File: config.mk
export PLATFORM = sky130hd
export DESIGN_NAME = instr_fetch_issue_flat
export DESIGN_NICKNAME = d
export VERILOG_FILES = /design/src/rtl/instr_fetch_issue_if.sv /design/src/rtl/instr_fetch_issue.sv /design/src/flat_wrapper.sv
export SDC_FILE = /design/constraint.sdc
export NUM_CORES = 1
export LEC_CHECK = 0
export ABC_AREA = 0
export ABC_CLOCK_PERIOD_IN_PS = 3900
export CAP_MARGIN = 20
export CORE_UTILIZATION = 45
export DETAILED_ROUTE_END_ITERATION = 10
export HOLD_SLACK_MARGIN = 0.12
export PLACE_DENSITY = 0.72
export SLEW_MARGIN = 15
export SYNTH_ARGS = -nofsm -noshare
export SYNTH_HDL_FRONTEND = slang
export SYNTH_SLANG_ARGS = --single-unit
File: constraint.sdc
create_clock -name clk -period 3.9 [get_ports clk]
set_clock_uncertainty 0.05 [all_clocks]
set_input_delay 0.78 -clock clk [delete_from_list [all_inputs] [get_ports clk]]
set_output_delay 0.78 -clock clk [all_outputs]
set_load 0.005 [all_outputs]
File: src/rtl/instr_fetch_issue_if.sv
// Bus bundle between the fetch/issue sequencer, instruction memory and the decode/datapath side.
// The sequencer uses the master modport. The memory/decoder environment uses the slave modport.
interface instr_fetch_issue_if;
  logic        imem_req;
  logic [31:0] imem_addr;
  logic        imem_ack;
  logic [31:0] imem_rdata;
  logic        issue_valid;
  logic        issue_ready;
  logic [5:0]  OP;
  logic [4:0]  rs;
  logic [4:0]  rt;
  logic [4:0]  rd;
  logic [5:0]  funct;
  logic [15:0] imm16;
  logic [31:0] pc_out;
  logic        Branch;
  logic        JumpSignal;
  logic        zero;
  logic        halted;
  logic [31:0] retired;

  modport master (
    output imem_req, imem_addr, issue_valid, OP, rs, rt, rd, funct, imm16,
           pc_out, halted, retired,
    input  imem_ack, imem_rdata, issue_ready, Branch, JumpSignal, zero
  );

  modport slave (
    input  imem_req, imem_addr, issue_valid, OP, rs, rt, rd, funct, imm16,
           pc_out, halted, retired,
    output imem_ack, imem_rdata, issue_ready, Branch, JumpSignal, zero
  );
endinterface

File: src/rtl/instr_fetch_issue.sv
// Fetch/issue sequencer: fetches MIPS words over req/ack and holds each one on the issue port.
// The next PC is chosen from the jump, branch and zero inputs sampled at the issue handshake.
module instr_fetch_issue #(
  parameter logic [31:0] RESET_PC = 32'h0000_0000,
  parameter logic [5:0]  HALT_OP  = 6'b111111
) (
  input logic               clk,
  input logic               clr,
  instr_fetch_issue_if.master bus
);

  typedef enum logic [1:0] {
    RST_WAIT = 2'd0,
    FETCH    = 2'd1,
    ISSUE    = 2'd2,
    HALT     = 2'd3
  } state_e;

  state_e      state_q, state_d;
  logic [31:0] pc_q, pc_d;
  logic [31:0] instr_q, instr_d;
  logic [31:0] retired_q, retired_d;

  logic        handshake;
  logic [31:0] pc4;
  logic [31:0] br_off;

  assign handshake = (state_q == ISSUE) && bus.issue_ready;
  assign pc4       = pc_q + 32'd4;
  assign br_off    = {{14{instr_q[15]}}, instr_q[15:0], 2'b00};

  always_ff @(posedge clk or negedge clr) begin
    if (!clr) begin
      state_q   <= RST_WAIT;
      pc_q      <= RESET_PC;
      instr_q   <= '0;
      retired_q <= '0;
    end else begin
      state_q   <= state_d;
      pc_q      <= pc_d;
      instr_q   <= instr_d;
      retired_q <= retired_d;
    end
  end

  always_comb begin
    state_d   = state_q;
    pc_d      = pc_q;
    instr_d   = instr_q;
    retired_d = retired_q;
    case (state_q)
      RST_WAIT: state_d = FETCH;
      FETCH: begin
        if (bus.imem_ack) begin
          instr_d = bus.imem_rdata;
          state_d = (bus.imem_rdata[31:26] == HALT_OP) ? HALT : ISSUE;
        end
      end
      ISSUE: begin
        if (handshake) begin
          // Jump outranks branch when the decoder raises both.
          if (bus.JumpSignal)
            pc_d = {pc4[31:28], instr_q[25:0], 2'b00};
          else if (bus.Branch && bus.zero)
            pc_d = pc4 + br_off;
          else
            pc_d = pc4;
          retired_d = retired_q + 32'd1;
          state_d   = FETCH;
        end
      end
      HALT:    state_d = HALT;
      default: state_d = RST_WAIT;
    endcase
  end

  // Request and status are decoded from the state flop, so the async reset drops them at once.
  assign bus.imem_req    = (state_q == FETCH);
  assign bus.imem_addr   = pc_q;
  assign bus.issue_valid = (state_q == ISSUE);
  assign bus.halted      = (state_q == HALT);
  assign bus.retired     = retired_q;
  assign bus.pc_out      = pc_q;
  assign bus.OP          = instr_q[31:26];
  assign bus.rs          = instr_q[25:21];
  assign bus.rt          = instr_q[20:16];
  assign bus.rd          = instr_q[15:11];
  assign bus.funct       = instr_q[5:0];
  assign bus.imm16       = instr_q[15:0];

endmodule
File: src/flat_wrapper.sv
// flat-port wrapper written by rule: the top's interface ports become plain ports
module instr_fetch_issue_flat 
#(
  parameter logic [31:0] RESET_PC = 32'h0000_0000,
  parameter logic [5:0]  HALT_OP  = 6'b111111
)
  (clk, clr, bus_imem_req, bus_imem_addr, bus_issue_valid, bus_OP, bus_rs, bus_rt, bus_rd, bus_funct, bus_imm16, bus_pc_out, bus_halted, bus_retired, bus_imem_ack, bus_imem_rdata, bus_issue_ready, bus_Branch, bus_JumpSignal, bus_zero);
  instr_fetch_issue_if bus_i ();
  input logic clk;
  input logic clr;
  output wire logic [$bits(bus_i.imem_req)-1:0] bus_imem_req;
  output wire logic [$bits(bus_i.imem_addr)-1:0] bus_imem_addr;
  output wire logic [$bits(bus_i.issue_valid)-1:0] bus_issue_valid;
  output wire logic [$bits(bus_i.OP)-1:0] bus_OP;
  output wire logic [$bits(bus_i.rs)-1:0] bus_rs;
  output wire logic [$bits(bus_i.rt)-1:0] bus_rt;
  output wire logic [$bits(bus_i.rd)-1:0] bus_rd;
  output wire logic [$bits(bus_i.funct)-1:0] bus_funct;
  output wire logic [$bits(bus_i.imm16)-1:0] bus_imm16;
  output wire logic [$bits(bus_i.pc_out)-1:0] bus_pc_out;
  output wire logic [$bits(bus_i.halted)-1:0] bus_halted;
  output wire logic [$bits(bus_i.retired)-1:0] bus_retired;
  input wire logic [$bits(bus_i.imem_ack)-1:0] bus_imem_ack;
  input wire logic [$bits(bus_i.imem_rdata)-1:0] bus_imem_rdata;
  input wire logic [$bits(bus_i.issue_ready)-1:0] bus_issue_ready;
  input wire logic [$bits(bus_i.Branch)-1:0] bus_Branch;
  input wire logic [$bits(bus_i.JumpSignal)-1:0] bus_JumpSignal;
  input wire logic [$bits(bus_i.zero)-1:0] bus_zero;
  assign bus_imem_req = bus_i.imem_req;
  assign bus_imem_addr = bus_i.imem_addr;
  assign bus_issue_valid = bus_i.issue_valid;
  assign bus_OP = bus_i.OP;
  assign bus_rs = bus_i.rs;
  assign bus_rt = bus_i.rt;
  assign bus_rd = bus_i.rd;
  assign bus_funct = bus_i.funct;
  assign bus_imm16 = bus_i.imm16;
  assign bus_pc_out = bus_i.pc_out;
  assign bus_halted = bus_i.halted;
  assign bus_retired = bus_i.retired;
  assign bus_i.imem_ack = bus_imem_ack;
  assign bus_i.imem_rdata = bus_imem_rdata;
  assign bus_i.issue_ready = bus_issue_ready;
  assign bus_i.Branch = bus_Branch;
  assign bus_i.JumpSignal = bus_JumpSignal;
  assign bus_i.zero = bus_zero;
  instr_fetch_issue #(.RESET_PC(RESET_PC), .HALT_OP(HALT_OP)) u_core (.clk(clk), .clr(clr), .bus(bus_i));
endmodule
Yosys cells after proc, flatten, opt, wreduce, memory -nomap -nowiden
Index checks and enable logic that the tools add are counted.
{"block": "classes", "addsub": 3, "n_eq_ne": 6, "muxes": 6, "n_reduce_logical": 6}
{"cell": "32-bit two-way mux", "count": 2}
{"cell": "32-bit by 1-bit adder with 32-bit output (second input constant)", "count": 1}
{"cell": "32-bit by 3-bit adder with 32-bit output (second input constant)", "count": 1}
{"cell": "32-bit adder", "count": 1}
{"cell": "2-bit one-hot mux with 4 select lines", "count": 1}
{"cell": "6-bit equality test (second input constant)", "count": 1}
{"cell": "2-bit AND reduction", "count": 3}
{"cell": "2-bit equality test (second input constant)", "count": 2}
{"cell": "2-bit two-way mux", "count": 2}
{"cell": "2-bit by 1-bit != test with 1-bit output (second input constant)", "count": 2}
{"cell": "2-bit by 1-bit equality test with 1-bit output (second input constant)", "count": 1}
{"cell": "1-bit logical AND", "count": 2}
{"cell": "2-bit zero test", "count": 1}
{"cell": "1-bit two-way mux", "count": 1}
{"block": "word_totals", "regBits": 98, "input_bits": 39, "output_inout_bits": 142, "elab_cells": 25}

Logic depth before layout (Yosys ltp)
{"block": "logic_depth", "word_depth": 4, "mapped_depth": 16, "ltp_nobuf": 16}

Worst setup path before layout
OpenSTA, ideal clock, no wires.
{"block": "synth_path", "kind": "reg2reg", "startpoint": "register u_core.pc_q[4], in the netlist u_core.bus.imem_addr[4]", "endpoint": "register u_core.pc_q[31], in the netlist u_core.bus.imem_addr[31]", "setup_ns": 0.137, "arrival_time_ns": 3.296, "t_required_ns": 3.713, "slack_ns": 0.417, "path_stages_with_launch": 17, "path_buffers": 1, "period_less_slack_ns": 3.483, "path_cell_list": "dfrtp_1 and4_1 and3_1 and2_1 nand4_1 xnor2_1 ha_1 buf_2 and4_1 and3_1 a41oi_1 o21ai_1 o22ai_2 mux2i_1 nor2_1 nor3b_1 o311ai_1"}
{"block": "synth_between", "elab_chain_cells": 4}
{"item": "start, declared", "line_no": "instr_fetch_issue.sv:20", "rtl": "logic [31:0] pc_q, pc_d;"}
{"item": "start signal, assigned", "line_no": "instr_fetch_issue.sv:40", "rtl": "pc_q <= pc_d;"}
{"item": "32-bit by 3-bit adder with 32-bit output (*)", "line_no": "instr_fetch_issue.sv:29", "rtl": "assign pc4 = pc_q + 32'd4;"}
{"item": "32-bit adder", "line_no": "instr_fetch_issue.sv:65", "rtl": "pc_d = pc4 + br_off;"}
{"item": "32-bit two-way mux", "line_no": "instr_fetch_issue.sv:64", "rtl": "else if (bus.Branch && bus.zero)"}
{"item": "32-bit two-way mux (*)", "line_no": "instr_fetch_issue.sv:62", "rtl": "if (bus.JumpSignal)"}
Every way passes the cells marked *; elsewhere a longest branch is shown, timed or not.
A chain may end at the register's enable or synchronous reset.

Worst setup path in the final report
{"block": "layout_path", "startpoint": "register u_core.pc_q[15], in the netlist u_core.bus.imem_addr[15]", "endpoint": "register u_core.pc_q[31], in the netlist u_core.bus.imem_addr[31]"}
The elaborated chain is that of the path after synthesis.

==> flow_summary.yaml <==
timing:
  slew_violations: 0
  tns_ns: 0
  worst_pin_slew_ns: 0.685
  hold_viol: 0
  whs_ns: 0.404
  setup_violations: 0
  relSlewSlack: 0.542
  finalCritPeriodShare: 0.985
  period_minus_slack_ns: 3.84
  fmax_mhz: 260
cells_and_area:
  drive_gt1_frac: 0.127
  post-route-util: 0.611
  final_nets: 970
  diodes: 0
  fin_cells: 1081
  synthToLayoutAreaGrowth_pct: 32.2
clock_tree:
  cts_tree: "yes"
  cts_sinks: 96
  cts_max_path_buffers: 2
  cts_hold_buf: 0
  cts_buffers: 9
  htree_levels: 3
  cts.clk_slew.worst_paths_ns: 0.08
  clock_latency_ns: 0.36
  root_buffer: "clkbuf_16"
placement:
  port_buffers: 176
  dp_cells: 1062
  place.gp.congestion: 0.953
  dp_hpwl_mm: 14.3
logic_synthesis:
  synth_edf_count: 0
  synthXorXnorAreaFrac: 0.109
  synth_adder_area_share: 0.0735
  ys_seq_elements: 96
  synth_most_common_cell: "dfrtp_1"
  netlist_top_cells_count: "dfrtp_1 (96), nand2_1 (86), o21ai_0 (62)"
  synth_top_family_by_area: "compound AO/OA/AOI/OAI gates"
  synth_area_per_cell_um2: 9.08
  ys_seq_area_frac: 0.356
  synth.largest_area_cell: "dfrtp_1"
  synth-compound-area-share: 0.173
  yosysWarnings: 0
  synthSimpleGateAreaFrac: 0.162
  yosys.cell_types.count: 62
  synth_top_area_share: 0.356
  synth_area_mm2: 0.00675
  synth_area_leaders: "dfrtp_1 (36%), xnor2_1 (7.5%), ha_1 (7.0%)"
  synth_cells: 743
  synthMuxAreaShare: 0.0549
  synthArstFlopShare: 1.00
  synth_flop_cell: "dfrtp_1"
status:
  run_status: "finished, final reports clean"
worst_setup_path:
  max_stage_delay_ns: 0.44
  worstPathCellList: "and4_1 -> nand2_1 -> nor2_2 -> nand3_1 -> xnor2_2 -> ha_1 -> a21oi_1 -> nand2_1 -> a2111oi_4 -> o21ai_1 -> o22ai_2 -> mux2i_2 -> nor2_1 -> nor3b_1 -> o311ai_1"
  crit_type: "register to register"
  cp_slowest_cell: "dfrtp_2"
  crit_fanout: 5
  crit_buf_inv: 0
  worstPathArrival_ns: 4.01
  rrSetupSlack_ns: 0.06
  startpoint_type: "register"
  crit_top_cell: "nand2_1"
  crit_required_ns: 4.07
  reg2reg_to: "u_core.bus.imem_addr[31]"
  path_delay_family: "simple AND/OR/NAND/NOR gates"
  crit_path_end_kind: "register"
  reg2regPathDepth: 15
  r2r-start: "u_core.bus.imem_addr[15]"
routing:
  vias: 6160
  final_antenna_net_count: 0
  routedWlPerCell_um: 17.6
  post-route-drc-count: 0
  firstDrtPassIters: 5
  initialDrtViolationCount: 537
  via_per_inst: 5.70
  routed_wl_mm: 19.1
floorplan:
  rows: 44
  die_x_um: 124
  coreArea_mm2: 0.0146
  die_y_um: 124
  pin_count: 181
  die_area_mm2: 0.0155
  initial_core_util: 0.462
global_route:
  grt_pass1_wl_mm: 30.3
  grt.overflow.total: 0
  grt_max_degree: 50
  grt_pass1_vias: 5651
  antenna_found_initial: 0
  track_usage: 0.244
power_and_ir_drop:
  p_per_area_mw_per_mm2: 803
  ir_drop_uv: 436
  power_leakage_uw: 0.00377
job:
  drv_cap: 0
min_path:
  worst_hold_path_type: "primary input to asynchronous set/reset pin"
how the worst max path moves through the flow:
| stage | slack, ns | to | cells after the start | start |
|---|---|---|---|---|
| floorplan | 0.42 | u_core.bus.imem_addr[31] | 16 | u_core.bus.imem_addr[4] |
| global placement | 0.14 | u_core.bus.imem_addr[31] | 16 | u_core.bus.imem_addr[14] |
| detailed placement | 0.12 | u_core.bus.imem_addr[31] | 16 | u_core.bus.imem_addr[6] |
| CTS | 0.03 | u_core.bus.imem_addr[31] | 16 | u_core.bus.imem_addr[15] |
| global route | -0.12 | u_core.bus.imem_addr[31] | 14 | u_core.bus.imem_addr[11] |
| finish | 0.06 | u_core.bus.imem_addr[31] | 15 | u_core.bus.imem_addr[15] |
sequential cells by signal, indices dropped and copies added, names as in the netlist:
register and cells:
u_core.state_q 2, u_core.instr_q 32, u_core.bus.retired 32, u_core.bus.imem_addr 30
power breakdown:
group / internal (µW) / switching [µW] / total (µW)
Combinational: 2360 / 2150 / 4510
Sequential: 1320 / 462 / 1780
Clock: 446 / 430 / 876
cell type report:
type	instances	area, µm²
Inverter	8	30.0
Clock buffer	9	225
Clock inverter	7	65.1
Timing Repair Buffer	206	1980
Sequential cell	96	2410
Tap cell	184	230
Fill cell	1250	5670
Multi-Input combinational cell	571	3980
cell families after synthesis:
group,Yosys count
AO/OA/AOI/OAI,185
XOR/XNOR,84
adder cells (fa/ha/maj),39
buffers and inverters,79
flip-flops,96
multiplexers,33
other,1
AND/OR/NAND/NOR,226
metal layers:
| layer | track usage | share of wire |
|---|---|---|
| met5 | 0 | 0 |
| met4 | 0.0914 | 0.021 |
| met3 | 0.0352 | 0.076 |
| met2 | 0.380 | 0.47 |
| met1 | 0.343 | 0.44 |
cells in the final DEF (no fill, tap or decap), types with 9 or more instances in the layout:
cell               n
mux2_2            32
dfrtp_1           90
xor2_1            25
a21oi_1           45
ha_1              35
xnor2_1           54
buf_4             31
nor2_1            35
o211ai_1          13
nor3_1             9
a21o_1            11
clkbuf_16          9
nand4_1           22
clkdlybuf4s50_1  175
o21ai_0           61
nand2_1           85
nand3_1           29
and3_1            12
worst register-to-register path, stage by stage (launching register included):
cell and delay (ns):
dfrtp_2 0.44, and4_1 0.26, nand2_1 0.13, nor2_2 0.22
nand3_1 0.15, xnor2_2 0.23, ha_1 0.28, a21oi_1 0.21
nand2_1 0.13, a2111oi_4 0.36, o21ai_1 0.17, o22ai_2 0.26
mux2i_2 0.29, nor2_1 0.10, nor3b_1 0.27, o311ai_1 0.17
stage by stage:
step,setup slack [ns],power [µW],area [µm²]
final,0.0598,7160,8920
after global routing,-0.119,7680,8920
after CTS,0.0339,7040,8800
after detailed placement,0.122,6120,8510
after global placement,0.142,6120,8510
after floorplan,0.417,4480,6760
repair_timing:
item                                    in CTS  in global routing
endpoints found under the setup margin       0                  8
gates resized for setup                      0                 29
setup buffers                                0                  3
Power figures use the tool's default switching activity.
